### src/rtl/fifo_stream_reader_pkg.sv
// Shared types and elaboration helpers for the FIFO read-side stream controller.
package fifo_stream_reader_pkg;

    // Controller state encoding.
    typedef enum logic [1:0] {
        ST_IDLE  = 2'd0,
        ST_RUN   = 2'd1,
        ST_DRAIN = 2'd2
    } rd_state_e;

    // Smallest width w such that 2**w >= value (0 for value <= 1).
    function automatic int unsigned clog2(input int unsigned value);
        int unsigned width;
        width = 0;
        while ((64'd1 << width) < 64'(value)) begin
            width = width + 1;
        end
        return width;
    endfunction

    // FIFO read latency the in-flight tracker is built for.
    function automatic bit rd_latency_legal(input int unsigned rd_latency);
        return (rd_latency >= 1) && (rd_latency <= 4);
    endfunction

    // Output buffer needs at least two entries to hold a word while another lands.
    function automatic bit buf_depth_legal(input int unsigned buf_depth);
        return buf_depth >= 2;
    endfunction

endpackage

### src/rtl/fifo_stream_reader_buf.sv
// Circular output buffer: push at tail, pop at head, any depth >= 2.
module stream_out_buf
    import fifo_stream_reader_pkg::*;
#(
    parameter int unsigned DATA_WIDTH = 32,
    parameter int unsigned BUF_DEPTH  = 3
) (
    input  logic                             clk_i,
    input  logic                             reset_i,
    input  logic                             push_i,
    input  logic [DATA_WIDTH-1:0]            push_data_i,
    input  logic                             pop_i,
    output logic [clog2(BUF_DEPTH+1)-1:0]    count_o,
    output logic [DATA_WIDTH-1:0]            head_o
);

    localparam int unsigned PTR_W = clog2(BUF_DEPTH);
    localparam int unsigned CNT_W = clog2(BUF_DEPTH + 1);
    localparam logic [PTR_W-1:0] LAST_PTR = PTR_W'(BUF_DEPTH - 1);

    logic [DATA_WIDTH-1:0] mem_q [BUF_DEPTH];
    logic [PTR_W-1:0]      wr_ptr_q;
    logic [PTR_W-1:0]      rd_ptr_q;
    logic [CNT_W-1:0]      count_q;
    logic                  do_pop_c;

    // Pointer increment with wrap at BUF_DEPTH-1 (depth need not be a power of two).
    function automatic logic [PTR_W-1:0] next_ptr(input logic [PTR_W-1:0] ptr);
        return (ptr == LAST_PTR) ? '0 : ptr + PTR_W'(1);
    endfunction

    assign do_pop_c = pop_i && (count_q != '0);

    // Storage, pointers and occupancy; push and pop in one cycle keep the count.
    always_ff @(posedge clk_i) begin
        if (reset_i) begin
            wr_ptr_q <= '0;
            rd_ptr_q <= '0;
            count_q  <= '0;
            for (int i = 0; i < int'(BUF_DEPTH); i++) begin
                mem_q[i] <= '0;
            end
        end else begin
            if (push_i) begin
                mem_q[wr_ptr_q] <= push_data_i;
                wr_ptr_q        <= next_ptr(wr_ptr_q);
            end
            if (do_pop_c) begin
                rd_ptr_q <= next_ptr(rd_ptr_q);
            end
            case ({push_i, do_pop_c})
                2'b10:   count_q <= count_q + CNT_W'(1);
                2'b01:   count_q <= count_q - CNT_W'(1);
                default: count_q <= count_q;
            endcase
        end
    end

    assign count_o = count_q;
    // Head is blanked while empty so discarded words never reach the stream.
    assign head_o  = (count_q != '0) ? mem_q[rd_ptr_q] : '0;

    // Issue credits guarantee a free slot for every returning word.
    a_no_overflow : assert property (@(posedge clk_i) disable iff (reset_i)
        !(push_i && !do_pop_c && (count_q == CNT_W'(BUF_DEPTH))));

endmodule

### src/rtl/fifo_stream_reader.sv
// Reads words from a fixed-latency synchronous FIFO and presents them as a valid/ready stream.
module fifo_stream_reader
    import fifo_stream_reader_pkg::*;
#(
    parameter int unsigned DATA_WIDTH = 32,
    parameter int unsigned RD_LATENCY = 1,
    parameter int unsigned BUF_DEPTH  = 3
) (
    input  logic                  clk_i,
    input  logic                  reset_i,
    input  logic                  enable_i,
    input  logic                  fifo_empty_i,
    output logic                  fifo_r_en_o,
    input  logic [DATA_WIDTH-1:0] fifo_data_i,
    output logic                  m_valid_o,
    output logic [DATA_WIDTH-1:0] m_data_o,
    input  logic                  m_ready_i,
    output logic                  idle_o
);

    localparam int unsigned INF_W = clog2(RD_LATENCY + 1);
    localparam int unsigned CNT_W = clog2(BUF_DEPTH + 1);
    localparam int unsigned SUM_W = clog2(BUF_DEPTH + RD_LATENCY + 1);

    if (!rd_latency_legal(RD_LATENCY)) begin : g_bad_latency
        $error("fifo_stream_reader: RD_LATENCY must be within 1..4");
    end
    if (!buf_depth_legal(BUF_DEPTH)) begin : g_bad_depth
        $error("fifo_stream_reader: BUF_DEPTH must be at least 2");
    end

    rd_state_e             state_q;
    rd_state_e             state_d;
    logic [RD_LATENCY-1:0] inflight_q;
    logic [INF_W-1:0]      inflight_cnt_c;
    logic [CNT_W-1:0]      buf_count;
    logic [SUM_W-1:0]      occupancy_c;
    logic                  push_c;
    logic                  pop_c;

    // Words already requested but not yet landed in the buffer.
    always_comb begin
        inflight_cnt_c = '0;
        for (int i = 0; i < int'(RD_LATENCY); i++) begin
            inflight_cnt_c = inflight_cnt_c + INF_W'(inflight_q[i]);
        end
    end

    // A read is only issued when a buffer slot is guaranteed for its data.
    assign occupancy_c = SUM_W'(buf_count) + SUM_W'(inflight_cnt_c);
    assign fifo_r_en_o = !reset_i && enable_i && !fifo_empty_i
                         && (occupancy_c < SUM_W'(BUF_DEPTH));

    // One bit per outstanding read; the top bit marks data present on fifo_data_i.
    always_ff @(posedge clk_i) begin
        if (reset_i) begin
            inflight_q <= '0;
        end else begin
            inflight_q <= (inflight_q << 1) | RD_LATENCY'(fifo_r_en_o);
        end
    end

    assign push_c = inflight_q[RD_LATENCY-1];
    assign pop_c  = m_valid_o && m_ready_i;

    stream_out_buf #(
        .DATA_WIDTH (DATA_WIDTH),
        .BUF_DEPTH  (BUF_DEPTH)
    ) u_out_buf (
        .clk_i       (clk_i),
        .reset_i     (reset_i),
        .push_i      (push_c),
        .push_data_i (fifo_data_i),
        .pop_i       (pop_c),
        .count_o     (buf_count),
        .head_o      (m_data_o)
    );

    assign m_valid_o = (buf_count != '0);

    // State register.
    always_ff @(posedge clk_i) begin
        if (reset_i) begin
            state_q <= ST_IDLE;
        end else begin
            state_q <= state_d;
        end
    end

    // Next-state: DRAIN lets outstanding words finish before returning to IDLE.
    always_comb begin
        state_d = state_q;
        case (state_q)
            ST_IDLE: begin
                if (enable_i) state_d = ST_RUN;
            end
            ST_RUN: begin
                if (!enable_i) state_d = ST_DRAIN;
            end
            ST_DRAIN: begin
                if (enable_i) begin
                    state_d = ST_RUN;
                end else if ((inflight_cnt_c == '0) && (buf_count == '0)) begin
                    state_d = ST_IDLE;
                end
            end
            default: state_d = ST_IDLE;
        endcase
    end

    assign idle_o = (state_q == ST_IDLE);

endmodule
### config.mk
export PLATFORM = sky130hd
export DESIGN_NAME = fifo_stream_reader
export DESIGN_NICKNAME = d
export VERILOG_FILES = /design/src/rtl/fifo_stream_reader_pkg.sv /design/src/rtl/fifo_stream_reader_buf.sv /design/src/rtl/fifo_stream_reader.sv
export SDC_FILE = /design/constraint.sdc
export NUM_CORES = 1
export LEC_CHECK = 0
export BUFFER_PORTS_ARGS = -buffer_cell sky130_fd_sc_hd__buf_2
export CAP_MARGIN = 20
export CORE_ASPECT_RATIO = 0.9
export CORE_MARGIN = 2
export CORE_UTILIZATION = 50
export DETAILED_ROUTE_END_ITERATION = 8
export PLACE_DENSITY = 0.7
export SLEW_MARGIN = 20
export SYNTH_ARGS = -nofsm -noshare
export SYNTH_HDL_FRONTEND = slang
export SYNTH_HIERARCHICAL = 1
export SYNTH_SLANG_ARGS = --single-unit
### constraint.sdc
create_clock -name clk_i -period 2.5 [get_ports clk_i]
set_input_delay 0.375 -clock clk_i [delete_from_list [all_inputs] [get_ports clk_i]]
set_output_delay 0.375 -clock clk_i [all_outputs]
set_load 0.05 [all_outputs]
After elaboration in Yosys (flattened, before gate mapping)
Memories as Yosys holds them, arrays and structs flattened. A register that Yosys moved wholly into a read port is not among the register bits.
Index checks and enable logic that the tools add are counted.
{ "word_totals": {"output_inout_bits": 35, "reg_bits": 9, "ramBits": 96, "in_bits": 37, "word_cells": 55, "n_memories": 1} }
{ "op_classes": {"reduce_logical": 14, "n_eq_ne": 9, "n_lt_le_gt_ge": 1, "n_addsub": 5, "bitwise": 1, "muxes": 19} }
{ "memory_table": {"columns": ["memory", "depth", "width", "read_ports", "rd_ports_with_merged_regs", "write_ports", "line", "text"], "rows": [
  ["u_out_buf.mem_q", 3, 32, 1, 1, 3, "fifo_stream_reader_buf.sv:21", "logic [DATA_WIDTH-1:0] mem_q [BUF_DEPTH];"]
]} }
{ "ops": {"columns": ["op", "n"], "rows": [
  ["32-bit two-way mux", 2],
  ["32-bit OR reduction", 1],
  ["2-bit two-way mux", 9],
  ["2-bit == test (second input constant)", 4],
  ["2-bit by 1-bit adder with 2-bit output (second input constant)", 3],
  ["1-bit logical AND", 6],
  ["1-bit two-way mux", 6],
  ["2-bit case mux with 3 select lines", 1],
  ["2-bit by 1-bit == test with 1-bit output (second input constant)", 2],
  ["2-bit logical NOT", 2],
  ["2-bit inequality test (second input constant)", 2],
  ["2-bit case mux with 2 select lines", 1],
  ["2-bit nonzero test", 2],
  ["2-bit by 1-bit adder with 3-bit output", 1],
  ["3-bit by 2-bit < comparator with 1-bit output (second input constant)", 1],
  ["3-bit inequality test (second input constant)", 1],
  ["3-bit AND reduction", 1],
  ["1-bit logical NOT", 2],
  ["2-bit by 1-bit subtractor with 2-bit output (second input constant)", 1],
  ["1-bit NOT", 1]
]} }

Depth between registers and ports, before layout
{ "logic_depth": {"ltp_word": 5, "ltp_mapped": 8, "depth_no_buf": 8} }

Modules after synthesis
The synthesis kept the hierarchy.
{ "by_module_without_submodules": {"columns": ["mod", "n_inst", "cells_per_inst", "area_each_um2", "seq_area_each_um2"], "rows": [
  ["stream_out_buf", 1, 346, 5866.9, 4003.8],
  ["fifo_stream_reader", 1, 15, 166.4, 60.1]
]} }

Least setup slack after synthesis
Ideal clock, no wire load.
{ "synth_path": {"kind": "register to output", "from": "reg u_out_buf.count_q[0], in the netlist u_out_buf/count_o[0]", "to": "out fifo_r_en_o", "stages_incl_launch_ff": 4, "arrival_time_ps": 2663, "path_slack_ps": -538, "required_ps": 2125, "path_buffers": 0, "path_cell_list": "dfxtp_1 -> ha_1 -> ha_1 -> a2111oi_1"} }
{ "synth_via": {"elab_chain_len": 3} }
{ "synth_rtl": {"columns": ["element", "line", "text"], "rows": [
  ["start: declaration", "fifo_stream_reader_buf.sv:24", "logic [CNT_W-1:0] count_q;"],
  ["start signal: assignment", "fifo_stream_reader_buf.sv:52", "2'b10: count_q <= count_q + CNT_W'(1);"],
  ["start signal: assignment", "fifo_stream_reader_buf.sv:53", "2'b01: count_q <= count_q - CNT_W'(1);"],
  ["start signal: assignment", "fifo_stream_reader_buf.sv:54", "default: count_q <= count_q;"],
  ["2-bit by 1-bit adder with 3-bit output", "fifo_stream_reader.sv:50", "assign occupancy_c = SUM_W'(buf_count) + SUM_W'(inflight_cnt_c);"],
  ["3-bit by 2-bit < comparator with 1-bit output", "fifo_stream_reader.sv:52", "&& (occupancy_c < SUM_W'(BUF_DEPTH));"],
  ["1-bit logical AND", "fifo_stream_reader.sv:52", null],
  ["end: declaration", "fifo_stream_reader.sv:13", "output logic fifo_r_en_o,"]
]} }
Every way passes these cells.

==> results.md <==
* DR iter-0 viols at approximately 200
* Worst Path Arrival at around 2000 ps
* RSZ-0062 raised after global routing: false
* Fin nets at approximately 480
* GRT Util Overall at between 10% and 20%
* Die extent in x at 120 µm
* CTS Buffer Depth at 2
* Post-synthesis sequential area ratio at approximately 67%
* Crit share post-route at between 90% and 100%
* Routability cong. at around 0.67
* DRC at 0
* Worst-path clk slew at about 60 ps
* Final Hold Fails at 0
* Io pins at about 70
* Initial Util at 50.6%
* Crit start category: flip-flop
* Max Cap Viol at 0
* Slew Limit Fails at 0
* Largest net degree at the start of global routing at 33
* DP Wirelength at 6.12 mm
* Cell area power density at 764 mW/mm²
* Via count at 3189
* Total gr overflow at 0
* Outcome: finished, final reports clean
* DR WL/cell at between 15 and 20 µm
* Die area at around 0.013 mm²
* Post-synth ARST share at 0%
* Ys Warns at 6
* Fillers at between 900 and 1k
* H-tree depth at 4
* Die H at around 110 µm
* Max Fclk at 421 MHz
* Synth Instances at roughly 360
* ANT cells at 0
* # Post-CTS Setup Buffers at 0
* Synth Flop Type: edfxtp_1
* Rows at 38
* Final Instance Count excl. Fillers at between 600 and 700
* Most frequent cells in the layout: edfxtp_1 (128), and2_1 (97), buf_2 (71)
* First-pass GRT wire length at ~17 mm
* Slew headroom at 40.4%
* CTS Buf Count at 17
* Yosys cell types at 31
* IO Port Bufs at roughly 70
* Pre-Repair DR Iteration Count at 4
* Vias in the first global route at 3212
* Class of the worst hold path: primary input to flip-flop
* DP Cell Count at between 500 and 600
* Crit Path Max Fanout at 32
* Required @ worst endpoint at 2120 ps
* Core area at between 0.01 and 0.015 mm²
* Final setup violation count at 0
* Total wire length at 10.9 mm
* Skew-Pair Late Insertion Delay at a little over 400 ps
* Initial antenna violation count at 0
* Post-Synthesis Net Count at 401
* Number of flops mapped to enable cells by yosys at around 130
* ANT nets after route at 0
* LEAKAGE at approximately 2.7 nW
* Syn avg cell area at about 17 µm²
* Hold buffer count at cts at 0
* Clock root buffer: clkbuf_16
* Period minus WS final at between 2000 and 2500 ps
* Cts repair resizes at 0
* Power Total at between 5 and 6 mW
* CTS tree: done
* Crit. End Element: output port
* Clk_skew at ~7.4 ps
* Syn-to-layout area delta at 19.6%
* Least-Margin Pin Slew at 894 ps
* Worst IR Drop VDD at slightly below 0.4 mV
* Cell Area, Synth at a little over 0.006 mm²
* WS Path Type: flip-flop to output port
* Routed vias/inst at roughly 5.2
* Commonest non-fill, non-tap cell in the layout: edfxtp_1
* Setup tns final at 0 ps
* Flops & latches, synth at between 100 and 150
* Share of layout cells above drive strength 1 at 34.3%
* Clock Sinks at ~140
## sequential cells by signal, summed over array words and instances (netlist names), named ones only
signal	flops
inflight_q	1
u_out_buf/mem_q	128
state_q	2
u_out_buf/rd_ptr_q	2
u_out_buf/wr_ptr_q	2
u_out_buf/count_o	2
## logic make-up after synthesis
family,synth area share [%]
simple gates,16.4
flops,67.4
mux,12.1
buf+inv,2.11
compound gates,0.995
xor+xnor,0.436
fa+ha+maj,0.622
## routing by layer
layer	GRT usage [%]	share of wire, %	wire (µm)
met1	22.7	44	4750
met2	29.8	51	5520
met3	5.12	4.6	498
met4	7.56	1.2	133
met5	0	0	0
## metrics by stage
stage / cell area (µm²) / hold slack [ps] / setup WS (ps) / util (%)
2_1_floorplan: 6040 / 444 / 139 / -
3_3_place_gp: 6610 / 469 / 493 / 55.4
3_5_place_dp: 6610 / 483 / 434 / 55.4
4_1_cts: 7210 / 127 / 76.7 / 60.4
5_1_grt: 7210 / 135 / 22.7 / 60.5
6_report: 7210 / 145 / 125 / 60.5
## worst paths after layout
path	from	end	slack, ps	depth (start not counted)
hold / removal	fifo_empty_i	inflight_q$_SDFF_PP0_	140	2
hold reg to reg	state_q[1]$_SDFFE_PP0P_	state_q[0]$_SDFFE_PP0P_	490	1
setup reg to reg	u_out_buf/count_o[1]$_SDFFE_PP0P_	u_out_buf/count_o[1]$_SDFFE_PP0P_	470	7
setup / recovery	flip-flop	m_data_o[0]	120	4
## power by group
part / internal (mW) / leakage [nW] / switching [mW]
clock network: 1.65 / 0.296 / 0.904
registers: 2.61 / 1.37 / 0.0238
logic: 0.116 / 1.03 / 0.209
## synth_stat cells (all sizes together) (3+ instances only)
| master | instances | area (µm²) |
|---|---|---|
| nor4 | 3 | 33.8 |
| buf | 7 | 60.1 |
| or2 | 4 | 25.0 |
| dfxtp | 11 | 220 |
| nor2 | 6 | 22.5 |
| ha | 3 | 37.5 |
| nor2b | 33 | 206 |
| a21oi | 5 | 25.0 |
| mux4 | 32 | 721 |
| clkbuf | 13 | 60.1 |
| and2 | 97 | 607 |
| edfxtp | 128 | 3840 |
## cell type report
cell class | count | area [µm²] | area share, %
flip-flops and latches | 139 | 4070 | 56.4
multi-input cells | 200 | 1860 | 25.7
well taps | 160 | 200 | 2.77
inverters | 2 | 7.51 | 0.104
repair buffers | 79 | 478 | 6.63
clock buffers | 18 | 429 | 5.95
clock inverters | 14 | 176 | 2.45
## critical path: stages (launching register included)
cell and delay [ps]:
dfxtp_2 340, buf_12 260, mux4_2 560, nor2b_1 150, buf_2 250
No activity file was read; power rests on OpenSTA's default activity.
